`config.mk`:
```
export PLATFORM = sky130hd
export DESIGN_NAME = stack_call_seq
export DESIGN_NICKNAME = d
export VERILOG_FILES = /design/src/rtl/stack_pkg.sv /design/src/rtl/stack_depth_ctr.sv /design/src/rtl/stack_call_seq.sv
export SDC_FILE = /design/constraint.sdc
export NUM_CORES = 1
export LEC_CHECK = 0
export CORE_MARGIN = 4
export CORE_UTILIZATION = 40
export DETAILED_ROUTE_END_ITERATION = 10
export DONT_BUFFER_PORTS = 1
export SLEW_MARGIN = 20
export SYNTH_ARGS = -nofsm -noshare
export SYNTH_HDL_FRONTEND = slang
export SYNTH_SLANG_ARGS = --single-unit
export TNS_END_PERCENT = 1
```
`constraint.sdc`:
```
create_clock -name clk -period 2.7 [get_ports clk]
set_input_delay 0.405 -clock clk [delete_from_list [all_inputs] [get_ports clk]]
set_output_delay 0.405 -clock clk [all_outputs]
set_load 0.01 [all_outputs]
```
`src/rtl/stack_pkg.sv`:
```
// Shared definitions for the stack_8x4 initiator: FSM state encoding, nibble width, default depth.
// Latency: n/a (package only).
// Backpressure: n/a (package only).
// Optional feature macro STACK_CALL_SEQ_FLUSH_EN uses the ST_FLUSH encoding defined here.
package stack_pkg;

  localparam int NIBBLE_W            = 4;
  localparam int DEFAULT_STACK_DEPTH = 8;

  typedef enum logic [2:0] {
    ST_IDLE  = 3'd0,
    ST_PUSH  = 3'd1,
    ST_POP   = 3'd2,
    ST_FIN   = 3'd3,
    ST_FLUSH = 3'd4
  } state_t;

  // Width of a nibble index; never zero so a one-nibble address still has a legal vector.
  function automatic int idx_width(input int nib);
    return (nib > 1) ? $clog2(nib) : 1;
  endfunction

endpackage

```
`src/rtl/stack_depth_ctr.sv`:
```
// Saturating up/down occupancy counter mirroring the attached stack, with room/content compares.
// Latency: depth updates on the clock edge after inc/dec; can_push/can_pop are combinational off depth.
// Backpressure: none; inc at full or dec at empty is ignored (saturates).
// Ports: clk, reset (async active-low), inc, dec, depth, can_push (depth+NIB<=STACK_DEPTH), can_pop (depth>=NIB).
import stack_pkg::*;

module stack_depth_ctr #(
  parameter int STACK_DEPTH = DEFAULT_STACK_DEPTH,
  parameter int NIB         = 2,
  parameter int DW          = $clog2(STACK_DEPTH + 1)
) (
  input  logic          clk,
  input  logic          reset,
  input  logic          inc,
  input  logic          dec,
  output logic [DW-1:0] depth,
  output logic          can_push,
  output logic          can_pop
);

  always_ff @(posedge clk or negedge reset) begin
    if (!reset) begin
      depth <= '0;
    end else if (inc && !dec && (depth != DW'(STACK_DEPTH))) begin
      depth <= depth + 1'b1;
    end else if (dec && !inc && (depth != '0)) begin
      depth <= depth - 1'b1;
    end
  end

  assign can_push = (int'(depth) + NIB) <= STACK_DEPTH;
  assign can_pop  = int'(depth) >= NIB;

endmodule

```
`src/rtl/stack_call_seq.sv`:
```
// CALL/RET sequencer driving stack_8x4: pushes a return address low nibble first, pops it back on RET.
// Latency: accept edge, NIB push/pop cycles, then done/ret_valid pulse in cycle NIB+1 after accept.
// Backpressure: requests only sampled in IDLE (busy=0); rejected CALL/RET pulse overflow/underflow.
// Ports: clk, reset (async active-low, shared with stack), call_req/call_addr, ret_req, busy, done,
//        ret_valid/ret_addr, overflow, underflow, depth, stk_en/stk_we/stk_wdata, stk_rdata.
// Optional: STACK_CALL_SEQ_FLUSH_EN adds input flush and a FLUSH state that empties the stack.
import stack_pkg::*;

module stack_call_seq #(
  parameter int ADDR_W      = 8,
  parameter int STACK_DEPTH = DEFAULT_STACK_DEPTH
) (
`ifdef STACK_CALL_SEQ_FLUSH_EN
  input  logic                             flush,
`endif
  input  logic                             clk,
  input  logic                             reset,
  input  logic                             call_req,
  input  logic [ADDR_W-1:0]                call_addr,
  input  logic                             ret_req,
  output logic                             busy,
  output logic                             done,
  output logic                             ret_valid,
  output logic [ADDR_W-1:0]                ret_addr,
  output logic                             overflow,
  output logic                             underflow,
  output logic [$clog2(STACK_DEPTH+1)-1:0] depth,
  output logic                             stk_en,
  output logic                             stk_we,
  output logic [NIBBLE_W-1:0]              stk_wdata,
  input  logic [NIBBLE_W-1:0]              stk_rdata
);

  localparam int NIB = ADDR_W / NIBBLE_W;
  localparam int IW  = idx_width(NIB);
  localparam int DW  = $clog2(STACK_DEPTH + 1);

  state_t              state, state_n;
  logic [IW-1:0]       idx, idx_n;
  logic [ADDR_W-1:0]   addr_q, addr_n;
  logic                is_ret, is_ret_n;
  logic                inc, dec;
  logic                can_push, can_pop;

  logic                busy_n, done_n, ret_valid_n, overflow_n, underflow_n;
  logic                stk_en_n, stk_we_n;
  logic [NIBBLE_W-1:0] stk_wdata_n;

  stack_depth_ctr #(
    .STACK_DEPTH(STACK_DEPTH),
    .NIB        (NIB),
    .DW         (DW)
  ) u_depth (
    .clk     (clk),
    .reset   (reset),
    .inc     (inc),
    .dec     (dec),
    .depth   (depth),
    .can_push(can_push),
    .can_pop (can_pop)
  );

  // Next-state logic. Command outputs are registered, so they are derived from the
  // state the FSM is about to enter rather than the current one.
  always_comb begin
    state_n     = state;
    idx_n       = idx;
    addr_n      = addr_q;
    is_ret_n    = is_ret;
    inc         = 1'b0;
    dec         = 1'b0;
    overflow_n  = 1'b0;
    underflow_n = 1'b0;

    unique case (state)
      ST_IDLE: begin
`ifdef STACK_CALL_SEQ_FLUSH_EN
        if (flush) begin
          is_ret_n = 1'b0;
          state_n  = (depth == '0) ? ST_FIN : ST_FLUSH;
        end else
`endif
        if (call_req) begin
          // ret_req in the same cycle is dropped: CALL wins.
          if (can_push) begin
            addr_n   = call_addr;
            idx_n    = '0;
            is_ret_n = 1'b0;
            state_n  = ST_PUSH;
          end else begin
            overflow_n = 1'b1;
          end
        end else if (ret_req) begin
          if (can_pop) begin
            idx_n    = IW'(NIB - 1);
            is_ret_n = 1'b1;
            state_n  = ST_POP;
          end else begin
            underflow_n = 1'b1;
          end
        end
      end
      ST_PUSH: begin
        inc = 1'b1;
        if (idx == IW'(NIB - 1)) state_n = ST_FIN;
        else                     idx_n   = idx + 1'b1;
      end
      ST_POP: begin
        dec = 1'b1;
        if (idx == '0) state_n = ST_FIN;
        else           idx_n   = idx - 1'b1;
      end
`ifdef STACK_CALL_SEQ_FLUSH_EN
      ST_FLUSH: begin
        // The pop in this cycle takes the last entry when depth is 1.
        dec = 1'b1;
        if (depth <= DW'(1)) state_n = ST_FIN;
      end
`endif
      ST_FIN:  state_n = ST_IDLE;
      default: state_n = ST_IDLE;
    endcase

    busy_n      = (state_n != ST_IDLE);
    done_n      = (state_n == ST_FIN) && !is_ret_n;
    ret_valid_n = (state_n == ST_FIN) &&  is_ret_n;
    stk_en_n    = (state_n == ST_PUSH) || (state_n == ST_POP)
`ifdef STACK_CALL_SEQ_FLUSH_EN
               || (state_n == ST_FLUSH)
`endif
               ;
    stk_we_n    = (state_n == ST_PUSH);
    stk_wdata_n = addr_n[NIBBLE_W*int'(idx_n) +: NIBBLE_W];
  end

  always_ff @(posedge clk or negedge reset) begin
    if (!reset) begin
      state     <= ST_IDLE;
      idx       <= '0;
      addr_q    <= '0;
      is_ret    <= 1'b0;
      busy      <= 1'b0;
      done      <= 1'b0;
      ret_valid <= 1'b0;
      overflow  <= 1'b0;
      underflow <= 1'b0;
      stk_en    <= 1'b0;
      stk_we    <= 1'b0;
      stk_wdata <= '0;
    end else begin
      state     <= state_n;
      idx       <= idx_n;
      addr_q    <= addr_n;
      is_ret    <= is_ret_n;
      busy      <= busy_n;
      done      <= done_n;
      ret_valid <= ret_valid_n;
      overflow  <= overflow_n;
      underflow <= underflow_n;
      stk_en    <= stk_en_n;
      stk_we    <= stk_we_n;
      stk_wdata <= stk_wdata_n;
    end
  end

  // Popped nibbles land in place as they come off the stack, high nibble first.
  always_ff @(posedge clk or negedge reset) begin
    if (!reset) begin
      ret_addr <= '0;
    end else if (state == ST_POP) begin
      ret_addr[NIBBLE_W*int'(idx) +: NIBBLE_W] <= stk_rdata;
    end
  end

endmodule

```
Yosys cells after proc, flatten, opt, wreduce, memory -nomap -nowiden
Index checks and enable logic that the tools add are counted.

Output and inout port bits: 23. Bits in registers: 36. Input port bits: 16. Word-level logic and storage cells: 79.

Multiplexer cells: 34. Magnitude comparators: 2. Eq/ne operators: 6. Add/subtract/negate cells: 6. Reduce and logical (&&, ||, !) cells: 14. Shift operators: 3.

Operators by type and width (count): 3-bit negation with 33-bit output (1); 4-bit by 33-bit variable shift with 8-bit output, first input constant (1); 4-bit by 33-bit variable part select with 8-bit output (1); 32-bit by 5-bit <= comparator with 1-bit output, second input constant (1); 8-bit two-way mux (3); 1-bit two-way mux (20); 3-bit two-way mux (6); 3-bit by 2-bit equality test with 1-bit output, second input constant (3); 3-bit case mux with 3 select lines (1); 8-bit bitwise mux (1); 4-bit two-way mux (2); 8-bit by 4-bit variable part select with 4-bit output (1); 3-bit by 1-bit equality test with 1-bit output, second input constant (2); 1-bit logical AND (6); 4-bit by 2-bit adder with 5-bit output, second input constant (1); 4-bit by 1-bit adder with 4-bit output, second input constant (1); 4-bit by 2-bit greater-or-equal comparator with 1-bit output, second input constant (1); 4-bit != test, second input constant (1); 4-bit nonzero test (1); 4-bit by 1-bit subtractor with 4-bit output, second input constant (1); 1-bit logical NOT (3); 3-bit logical NOT (1); 1-bit case mux with 3 select lines (1); 3-bit nonzero test (1); 4 further kinds (4).

Depth between registers and ports, before layout
Gate-level depths: netlist of run 1.

Word-level depth: 7. Gate-level depth with buffers: 9. Gate-level depth less buffers: 8.

Modules after synthesis
Synthesis of run 1 repeated with hierarchy kept, for this count alone.

Cells, all modules: 122. Area total of the unflattened synthesis: 1634.1 µm².

Modules (own cells, without submodules): stack_call_seq (area an instance 1308.8 µm², cells each 94, times used 1, seq. area each 800.8 µm²); stack_depth_ctr (area an instance 325.3 µm², cells each 28, times used 1, seq. area each 100.1 µm²).

Worst setup path before layout of run 1
Ideal clock, no wire load.

Path type: register to register. Start: register u_depth.depth[1]. End: register u_depth.depth[3]. Clock period less this slack: 2164 ps. Arrival time: 2035 ps. Stages on the path, launching flop included: 9. Library setup time: 129 ps. Setup slack: 536 ps. Buffers on the path: 0. Required time: 2571 ps. Cell sequence: dfrtp_1 or4b_1 nand3_2 ha_1 a21o_1 a21oi_1 xnor2_1 nand2_1 xnor2_1.

Word-level cells in the longest chain between the ends: 3. Elaborated cells on any way between the ends: 9. Those cells by class: add/sub: 2; eq/ne: 1; mux: 2; reduce/logical: 4.

Ends and longest elaborated chain: from (decl) (RTL line stack_depth_ctr.sv:16) `output logic [DW-1:0] depth,`; from (signal assigned) (RTL line stack_depth_ctr.sv:25) `depth <= depth + 1'b1;`; from (signal assigned) (RTL line stack_depth_ctr.sv:27) `depth <= depth - 1'b1;`; 4-bit by 1-bit subtractor with 4-bit output (tied with other cells) (RTL line stack_depth_ctr.sv:27); 4-bit two-way mux (tied with other cells) (RTL line stack_depth_ctr.sv:26) `end else if (dec && !inc && (depth != '0)) begin`; 4-bit two-way mux / 2-bit nonzero test (equally long branches).

Several ways; a longest one is shown, not always the timed one. The select of a mux whose other input is x is not followed. A chain may end at the register's enable or synchronous reset.

Worst setup path in the final report of run 1
Ends and elaborated chain as after synthesis.

==> impl_metrics.yaml, run 1 <==
timing:
  whs_ns: 0.227
  final-hold-violation-count: 0
  fin_crit_ns: 2.31
  slew_viol_final: 0
  fmax_mhz: 433
  skew_ns: 0.00974
  setup_viol: 0
  period_share_pct: 85.6
  rsz0062_at_grt: "false"
  setup_tns_ns: 0
cells_and_area:
  nets: 165
  seqCellArea_um2: 901
  area_growth_pct: 10.8
  multi_input_area_um2: 654
  antenna_cells: 0
  stdcell_area_mm2: 0.00176
  drive_above_1_share_pct: 13.6
  num-fill-cells: 362
  final_util_pct: 47.0
routing:
  via_per_inst: 5.16
  num_vias: 1007
  drt_iter0_drc: 21
  dr.pass1.iters: 4
  avgRoutedWirePerCell_um: 14.9
  drc: 0
  finalWirelength_mm: 2.90
  ant_nets: 0
synth:
  synth_edf_count: 0
  ys_async_sr_fraction_pct: 100
  yosys-top-cells-area: "dfrtp_1 (57%), nand2_1 (8.0%), mux2_1 (3.5%), xnor2_1 (3.3%), mux2_2 (2.8%)"
  synthesis.nets: 161
  synth_top_area_share_pct: 56.7
  yosys-top-cells-count: "dfrtp_1 (36), nand2_1 (34), nor2_1 (9), xnor2_1 (6), mux2_1 (5)"
  postSynthCellCount: 142
  ys_types: 38
  synth_area_mm2: 0.00159
  synth_area_leader_cell: "dfrtp_1"
  synth_most_common_cell: "dfrtp_1"
  synth.yosys.seq_area_share_pct: 56.7
  ys_warn_count: 0
  synth_ff_type: "dfrtp_1"
  ys_ff_latch: 36
  syn_area_per_cell_um2: 11.2
floorplanning:
  rows: 22
  core_area_mm2: 0.00374
  start_util_pct: 42.4
  fp.dieW_um: 71.0
  io_pins: 39
  die_h_um: 71.0
  dieArea_mm2: 0.00505
critical_path:
  crit_slowest_cell: "or4b_1"
  r2r-end: "u_depth.depth[3]"
  criticalPathCategory: "register to register"
  worstPathArrival_ns: 2.48
  cp_max_fo: 8
  reg2regPathDepth: 8
  r2r_setup_slack_ns: 0.39
  cp_common_cell: "xnor2_1"
  cp.required_ns: 2.86
  crit_chain: "or4b_1 -> nand3_2 -> ha_1 -> a21o_1 -> a21oi_1 -> xnor2_1 -> nand2_1 -> xnor2_1"
  start_kind: "register"
  r2r-start: "u_depth.depth[1]"
  slowest_delay_ns: 0.59
  endpoint_kind: "register"
placed_design:
  portBuffers: 0
  dp_hpwl_mm: 2.09
  gp_congestion: 0.822
  placed_area_mm2: 0.00162
power_and_ir_drop:
  powerDensity_mw_per_mm2: 1190
  combPwrFrac_pct: 28.0
  switching_share_pct: 36.4
  p_clk_share_pct: 22.0
  sequentialPowerShare_pct: 50.0
  switchingPower_uw: 763
  p_leak_nw: 0.813
  ir_worst_vdd_v: 0.000506
  p_int_mw: 1.33
global_routing:
  grt_usage_pct: 12.0
  grt_max_degree: 37
  grt_pass1_vias: 966
  grt_pass1_wl_mm: 4.64
  overflow: 0
  antenna_found_initial: 0
flow_run:
  maxCapViolations: 0
cts:
  post_cts_resize_count: 0
  cts_hold_buf: 2
  path_clk_slew_ns: 0.07
  cts_tree: "yes"
  clock_path_buffers: 2
  htree_levels: 2
  cts.sinks: 36
  cts_setup_buffers: 0
  insertion_delay_ns: 0.29
  cts_buffers: 5
  ctsRootBufferMaster: "clkbuf_8"
status:
  status: "finished clean"
min_path:
  whs_endpoint: "overflow"
  worstHoldStart: "call_req"
  hp-class: "input pin to register"
  whs_path_depth: 2
state kept, by name, summed over array words and instances, names as in the netlist:
signal / cells
ret_addr: 8
done: 1
state: 3
ret_valid: 1
is_ret: 1
busy: 1
addr_q: 8
stk_en: 1
idx: 1
overflow: 1
stk_we: 1
stk_wdata: 4
u_depth.depth: 4
underflow: 1
cell usage in the layout, fill, tap and decap left out, types with 2 or more instances in the layout:
cell,n
xnor2_1,6
nor2_2,2
o21ai_1,4
mux2i_1,4
nand2_1,34
clkbuf_8,5
dfrtp_1,36
a21oi_1,4
a21o_1,2
and3_1,2
ha_1,2
mux2_2,4
nor2_1,9
mux2_1,5
nor3_2,2
routing by layer:
metal	GRT usage, %	vias to the layer above	share of wire (%)
met2	18.5	30	47
met5	0	-	0
li1	-	485	-
met3	6.53	5	8.7
met1	14.5	487	43
met4	3.76	0	1.4
per-stage QoR:
step | std cells | total power, mW | worst slack [ns]
floorplan | 142 | 1.51 | 0.536
detailed placement | 185 | 1.65 | 0.389
CTS | 195 | 2.13 | 0.374
global placement | 185 | 1.61 | 0.480
global route | 195 | 2.25 | 0.265
finish | 195 | 2.10 | 0.388
how the worst max path moves through the flow:
stage,slack [ns],start,cells past startpoint,endpoint
finish,0.39,u_depth.depth[1],8,u_depth.depth[3]
global route,0.27,u_depth.depth[1],8,u_depth.depth[3]
CTS,0.37,u_depth.depth[1],8,u_depth.depth[3]
detailed placement,0.39,u_depth.depth[1],8,u_depth.depth[3]
global placement,0.48,u_depth.depth[1],8,u_depth.depth[3]
floorplan,0.54,u_depth.depth[1],8,u_depth.depth[3]
worst max-delay path, delay by kind of cell, from the launching register on:
| family | cells | cell delay (ns) |
|---|---|---|
| AO/OA/AOI/OAI | 2 | 0.36 |
| XOR/XNOR | 2 | 0.28 |
| adder cells (fa/ha/maj) | 1 | 0.24 |
| flip-flops | 1 | 0.50 |
| AND/OR/NAND/NOR | 3 | 0.81 |
kinds of logic (layout without fill, tap and decap cells):
group,Yosys count,after routing,share of synthesized area [%]
flops,36,36,56.7
xor+xnor,7,7,3.86
fa+ha+maj,3,3,2.83
compound gates,17,17,8.03
buf+inv,7,12,2.13
mux,13,13,8.90
other cells,1,1,0.236
simple gates,58,58,17.3
final cells by class:
| cell class | instances | share of cell area [%] |
|---|---|---|
| flip-flops and latches | 36 | 51.2 |
| multi-input cells | 99 | 37.2 |
| clock buffers | 6 | 4.12 |
| well taps | 48 | 3.41 |
| clock inverters | 2 | 1.99 |
| repair buffers | 2 | 1.71 |
| inverters | 2 | 0.426 |
power by group through the flow:
stage          Combinational, mW  Clock [mW]  Sequential [mW]
2_1_floorplan              0.541           0            0.973
3_3_place_gp               0.556           0             1.05
3_5_place_dp               0.579           0             1.07
4_1_cts                    0.599       0.474             1.06
5_1_grt                    0.661       0.498             1.09
6_report                   0.586       0.461             1.05
(Power assumes the default switching activity.)
==> run 2: changes to the inputs <==
--- a/config.mk
+++ b/config.mk
@@ -5,7 +5,7 @@
 export SDC_FILE = /design/constraint.sdc
 export NUM_CORES = 1
 export LEC_CHECK = 0
-export CORE_MARGIN = 4
+export ABC_CLOCK_PERIOD_IN_PS = 2700
 export CORE_UTILIZATION = 40
 export DETAILED_ROUTE_END_ITERATION = 10
 export DONT_BUFFER_PORTS = 1
==> run 2 against run 1 <==
Compared with the run above: setup slack improved by 0.018 ns; clock-buffer cell count up 1; sequential power hardly changed; non-clock buffer count did not move; clock skew down 0.0063 ns; first-iteration DRC count up 86%; wire length decreased by 3.2%; fmax grew 0.77%; total power is 2.6% higher; largest power group unchanged; combinational power hardly changed.
==> impl_metrics.yaml, run 2 (synthesized netlist as in run 1, its figures left out) <==
critical_path:
  worstPathArrival_ns: 2.46
  cp_common_cell: "xnor2_1"
  cp_max_fo: 8
  start_kind: "register"
  slowest_delay_ns: 0.59
  criticalPathCategory: "register to register"
  r2r_setup_slack_ns: 0.41
  endpoint_kind: "register"
  reg2regPathDepth: 8
  crit_slowest_cell: "or4b_1"
  cp.required_ns: 2.87
  crit_chain: "or4b_1 -> nand3_2 -> ha_1 -> a21o_1 -> a21oi_1 -> xnor2_1 -> nand2_1 -> xnor2_1"
  r2r-start: "u_depth.depth[1]"
  r2r-end: "u_depth.depth[3]"
cts:
  clock_path_buffers: 2
  ctsRootBufferMaster: "clkbuf_8"
  insertion_delay_ns: 0.29
  cts_buffers: 5
  path_clk_slew_ns: 0.07
  cts_setup_buffers: 0
  cts.sinks: 36
  cts_tree: "yes"
  post_cts_resize_count: 0
  cts_hold_buf: 2
  htree_levels: 2
routing:
  num_vias: 998
  drc: 0
  dr.pass1.iters: 4
  via_per_inst: 5.12
  ant_nets: 0
  drt_iter0_drc: 39
  finalWirelength_mm: 2.81
  avgRoutedWirePerCell_um: 14.4
timing:
  fmax_mhz: 436
  slew_viol_final: 0
  skew_ns: 0.00341
  setup_tns_ns: 0
  setup_viol: 0
  rsz0062_at_grt: "false"
  period_share_pct: 85.0
  setup_slack_ns: 0.406
  fin_crit_ns: 2.29
  final-hold-violation-count: 0
cells_and_area:
  final_common_cell: "dfrtp_1"
  multi_input_area_um2: 654
  antenna_cells: 0
  nets: 165
  mostFrequentLayoutCells: "dfrtp_1 (36), nand2_1 (34), nor2_1 (9)"
  final_util_pct: 47.5
  num-fill-cells: 361
  drive_above_1_share_pct: 14.3
  seqCellArea_um2: 901
  area_growth_pct: 12.0
  largestRegisters: "addr_q x8, ret_addr x8"
global_routing:
  grt_pass1_wl_mm: 4.92
  grt_usage_pct: 15.8
  overflow: 0
  grt_pass1_vias: 1020
  antenna_found_initial: 0
  grt_max_degree: 37
power_and_ir_drop:
  powerDensity_mw_per_mm2: 1210
  p_leak_nw: 0.822
  ir_worst_vdd_v: 0.000579
  power_mw: 2.15
flow_run:
  maxCapViolations: 0
floorplanning:
  die_h_um: 65.0
  dieArea_mm2: 0.00423
  rows: 22
  core_area_mm2: 0.00374
  start_util_pct: 42.4
  fp.dieW_um: 65.0
  io_pins: 39
placed_design:
  gp_congestion: 0.820
  dp_hpwl_mm: 1.94
  portBuffers: 0
  pre_cts_ws_ns: 0.422
min_path:
  whs_endpoint: "overflow"
  whs_path_depth: 2
  worstHoldStart: "call_req"
  hp-class: "input pin to register"
status:
  status: "finished clean"
==> run 2: cell count changes in the layout (fill, tap and decap cells not counted), sizes merged <==
cell,delta
clkbuf,+1
clkinv,-1
==> run 2: worst max path at each step <==
stage          depth (start not counted)                to  slack [ns]              from
2_1_floorplan                          8  u_depth.depth[3]        0.54  u_depth.depth[1]
4_1_cts                                8  u_depth.depth[3]        0.40  u_depth.depth[1]
3_3_place_gp                           8  u_depth.depth[3]        0.48  u_depth.depth[1]
5_1_grt                                8  u_depth.depth[3]        0.29  u_depth.depth[1]
3_5_place_dp                           8  u_depth.depth[3]        0.42  u_depth.depth[1]
6_report                               8  u_depth.depth[3]        0.41  u_depth.depth[1]
==> run 2: layout make-up <==
type,instances,share of cell area (%)
clock buffer,7,5.41
clock inverter,1,1.69
inverter,2,0.422
multi-input combinational,99,36.8
sequential,36,50.6
tap,48,3.38
timing repair buffer,2,1.69
==> run 2: stage by stage <==
step	cell area, um^2	hold WS (ns)	instances
final	1780	0.217	195
after global routing	1780	0.223	195
after floorplan	1590	0.109	142
after global placement	1620	0.110	185
after detailed placement	1620	0.111	185
after CTS	1780	0.211	195
==> run 2: metal layers <==
metal	global-route usage [%]	share of wire [%]
met5	0	0
met4	8.15	1.7
met3	5.63	6.7
met2	22.8	45
met1	20.8	47
==> run 2: critical path, delay by kind of cell, from the launching register on <==
| family | cells | cell delay (ns) |
|---|---|---|
| compound gates | 2 | 0.34 |
| flops | 1 | 0.51 |
| fa+ha+maj | 1 | 0.24 |
| simple gates | 3 | 0.81 |
| xor+xnor | 2 | 0.27 |
==> run 2: power by group <==
part           switching (mW)  leakage [nW]  internal [mW]
clock network           0.190        0.0645          0.326
logic                   0.291         0.309          0.292
registers               0.286         0.449          0.766
==> run 3: changes to the inputs <==
--- a/config.mk
+++ b/config.mk
@@ -5,7 +5,7 @@
 export SDC_FILE = /design/constraint.sdc
 export NUM_CORES = 1
 export LEC_CHECK = 0
-export ABC_CLOCK_PERIOD_IN_PS = 2700
+export ABC_CLOCK_PERIOD_IN_PS = 1800
 export CORE_UTILIZATION = 40
 export DETAILED_ROUTE_END_ITERATION = 10
 export DONT_BUFFER_PORTS = 1
==> constraint.sdc (replaced) <==
create_clock -name clk -period 1.8 [get_ports clk]
set_input_delay 0.27 -clock clk [delete_from_list [all_inputs] [get_ports clk]]
set_output_delay 0.27 -clock clk [all_outputs]
set_load 0.01 [all_outputs]
==> run 3 against run 2 <==
Compared with the run above: utilization up 2.8 points; critical endpoint is now u_depth.depth[1]; clock skew about the same; final area up 5.8%; clock power up 6.2%; die area unchanged; non-clock buffer count up 15; global-route usage down 0.77 points; fmax up 16%; cell count up 7.7%; the flow now finishes with violations (setup timing); first-iteration DRC count down 54%; largest cell class unchanged.
==> impl_metrics.yaml, run 3 (synthesized netlist as in run 1, its figures left out) <==
cells_and_area:
  final_util_pct: 50.3
  antenna_cells: 0
  mostFrequentLayoutCells: "nand2_1 (34), dfrtp_1 (34), buf_4 (15)"
  seqCellArea_um2: 903
  nets: 180
  num-fill-cells: 365
  drive_above_1_share_pct: 25.3
  multi_input_area_um2: 682
  largestRegisters: "addr_q x8, ret_addr x8"
  area_growth_pct: 18.5
critical_path:
  criticalPathCategory: "register to register"
  start_kind: "register"
  cp_max_fo: 3
  crit_slowest_cell: "or4b_4"
  cp.required_ns: 1.96
  slowest_delay_ns: 0.55
  endpoint_kind: "register"
  crit_chain: "or4b_4 -> nand3_4 -> buf_4 -> fa_1 -> mux2_1"
  worstPathArrival_ns: 2.15
global_routing:
  grt_pass1_wl_mm: 4.67
  grt_pass1_vias: 1023
  antenna_found_initial: 0
  overflow: 0
  grt_usage_pct: 15.1
  grt_max_degree: 37
cts:
  cts_buffers: 5
  insertion_delay_ns: 0.28
  ctsRootBufferMaster: "clkbuf_8"
  htree_levels: 2
  clock_path_buffers: 2
  cts_tree: "yes"
  path_clk_slew_ns: 0.07
  cts.sinks: 36
  cts_setup_buffers: 0
routing:
  dr.pass1.iters: 4
  drc: 0
  drt_iter0_drc: 18
  top_layer: "met4"
  ant_nets: 0
  finalWirelength_mm: 2.81
  wl_met2_mm: 1.36
  avgRoutedWirePerCell_um: 13.4
  met3_length_um: 194
  met1_length_mm: 1.20
  num_vias: 1036
  via_per_inst: 4.93
timing:
  slew_viol_final: 0
  setup_viol: 2
  skew_ns: 0.00357
  final-hold-violation-count: 0
  whs_ns: 0.0872
  period_share_pct: 110
  fmax_mhz: 504
  fin_crit_ns: 1.99
  rsz0062_at_grt: "true"
  setup_slack_ns: -0.186
status:
  status: "finished, violations left"
  violations: "setup timing"
floorplanning:
  start_util_pct: 42.4
  die_h_um: 65.0
  dieArea_mm2: 0.00423
  fp.dieW_um: 65.0
  rows: 22
  io_pins: 39
  core_area_mm2: 0.00374
flow_run:
  maxCapViolations: 0
placed_design:
  gp_congestion: 0.719
  portBuffers: 0
  dp_hpwl_mm: 2.10
power_and_ir_drop:
  powerDensity_mw_per_mm2: 1720
  p_leak_nw: 0.879
  ir_worst_vdd_v: 0.000765
min_path:
  hp-class: "input pin to register"
## run 3: cell types whose count changed in the layout (fill, tap and decap cells not counted), moves of 2 or more
cell      delta
buf_4       +15
clkbuf_8     -2
clkinv_2     +2
dfrtp_1      -2
dfrtp_2      +2
## run 3: path summary, 6_finish.rpt
check,start,to,slack (ns),depth (start not counted)
worst max-delay path,u_depth.depth[1],u_depth.depth[1],-0.19,5
max in group asynchronous,reset,u_depth.depth[0],1.17,2
worst min register to register,is_ret,done,0.46,1
min in group asynchronous,reset,busy,0.44,2
worst min-delay path,call_req,overflow,0.09,2
worst max register to register,u_depth.depth[1],u_depth.depth[1],-0.19,5
## run 3: metal layers
metal,vias to the layer above,global-route usage [%]
met2,34,24.9
met5,-,0
met4,0,5.71
met1,482,17.9
li1,514,-
met3,6,5.46
## run 3: through the flow
step	area, um^2	total power, mW	TNS [ns]	std cells	setup WS, ns
after global routing	1880	3.50	-0.560	210	-0.260
after detailed placement	1740	2.67	-0.392	200	-0.221
after global placement	1740	2.61	-0.290	200	-0.150
after floorplan	1600	2.29	-0.395	142	-0.268
after CTS	1870	3.28	-0.422	210	-0.212
final	1880	3.24	-0.362	210	-0.186
## run 3: report_power, final
| part | total (mW) | internal, mW | switching (mW) |
|---|---|---|---|
| registers | 1.42 | 1.16 | 0.262 |
| logic | 1.27 | 0.624 | 0.650 |
| clock network | 0.547 | 0.269 | 0.278 |
| total | 3.24 | 2.05 | 1.19 |
## run 3: timing repair
item,in CTS,in global routing
endpoints found under the setup margin,2,5
gates resized for setup,1,2
hold buffers,2,0
hold endpoints to repair,36,0
pin swaps,6,4
## run 3: area by class of cell
cell class / count / area share [%]
Clock buffer: 5 / 3.65
Clock inverter: 3 / 0.997
Inverter: 2 / 0.399
Multi-Input combinational cell: 99 / 36.2
Sequential cell: 36 / 48.0
Tap cell: 48 / 3.19
Timing Repair Buffer: 17 / 7.57
## run 3: worst max-delay path, delay by kind of cell (launching register included)
kind / cells / cell delay, ns
AND/OR/NAND/NOR: 2 / 0.65
flip-flops: 1 / 0.40
adder cells (fa/ha/maj): 1 / 0.39
multiplexers: 1 / 0.30
buffers and inverters: 1 / 0.13
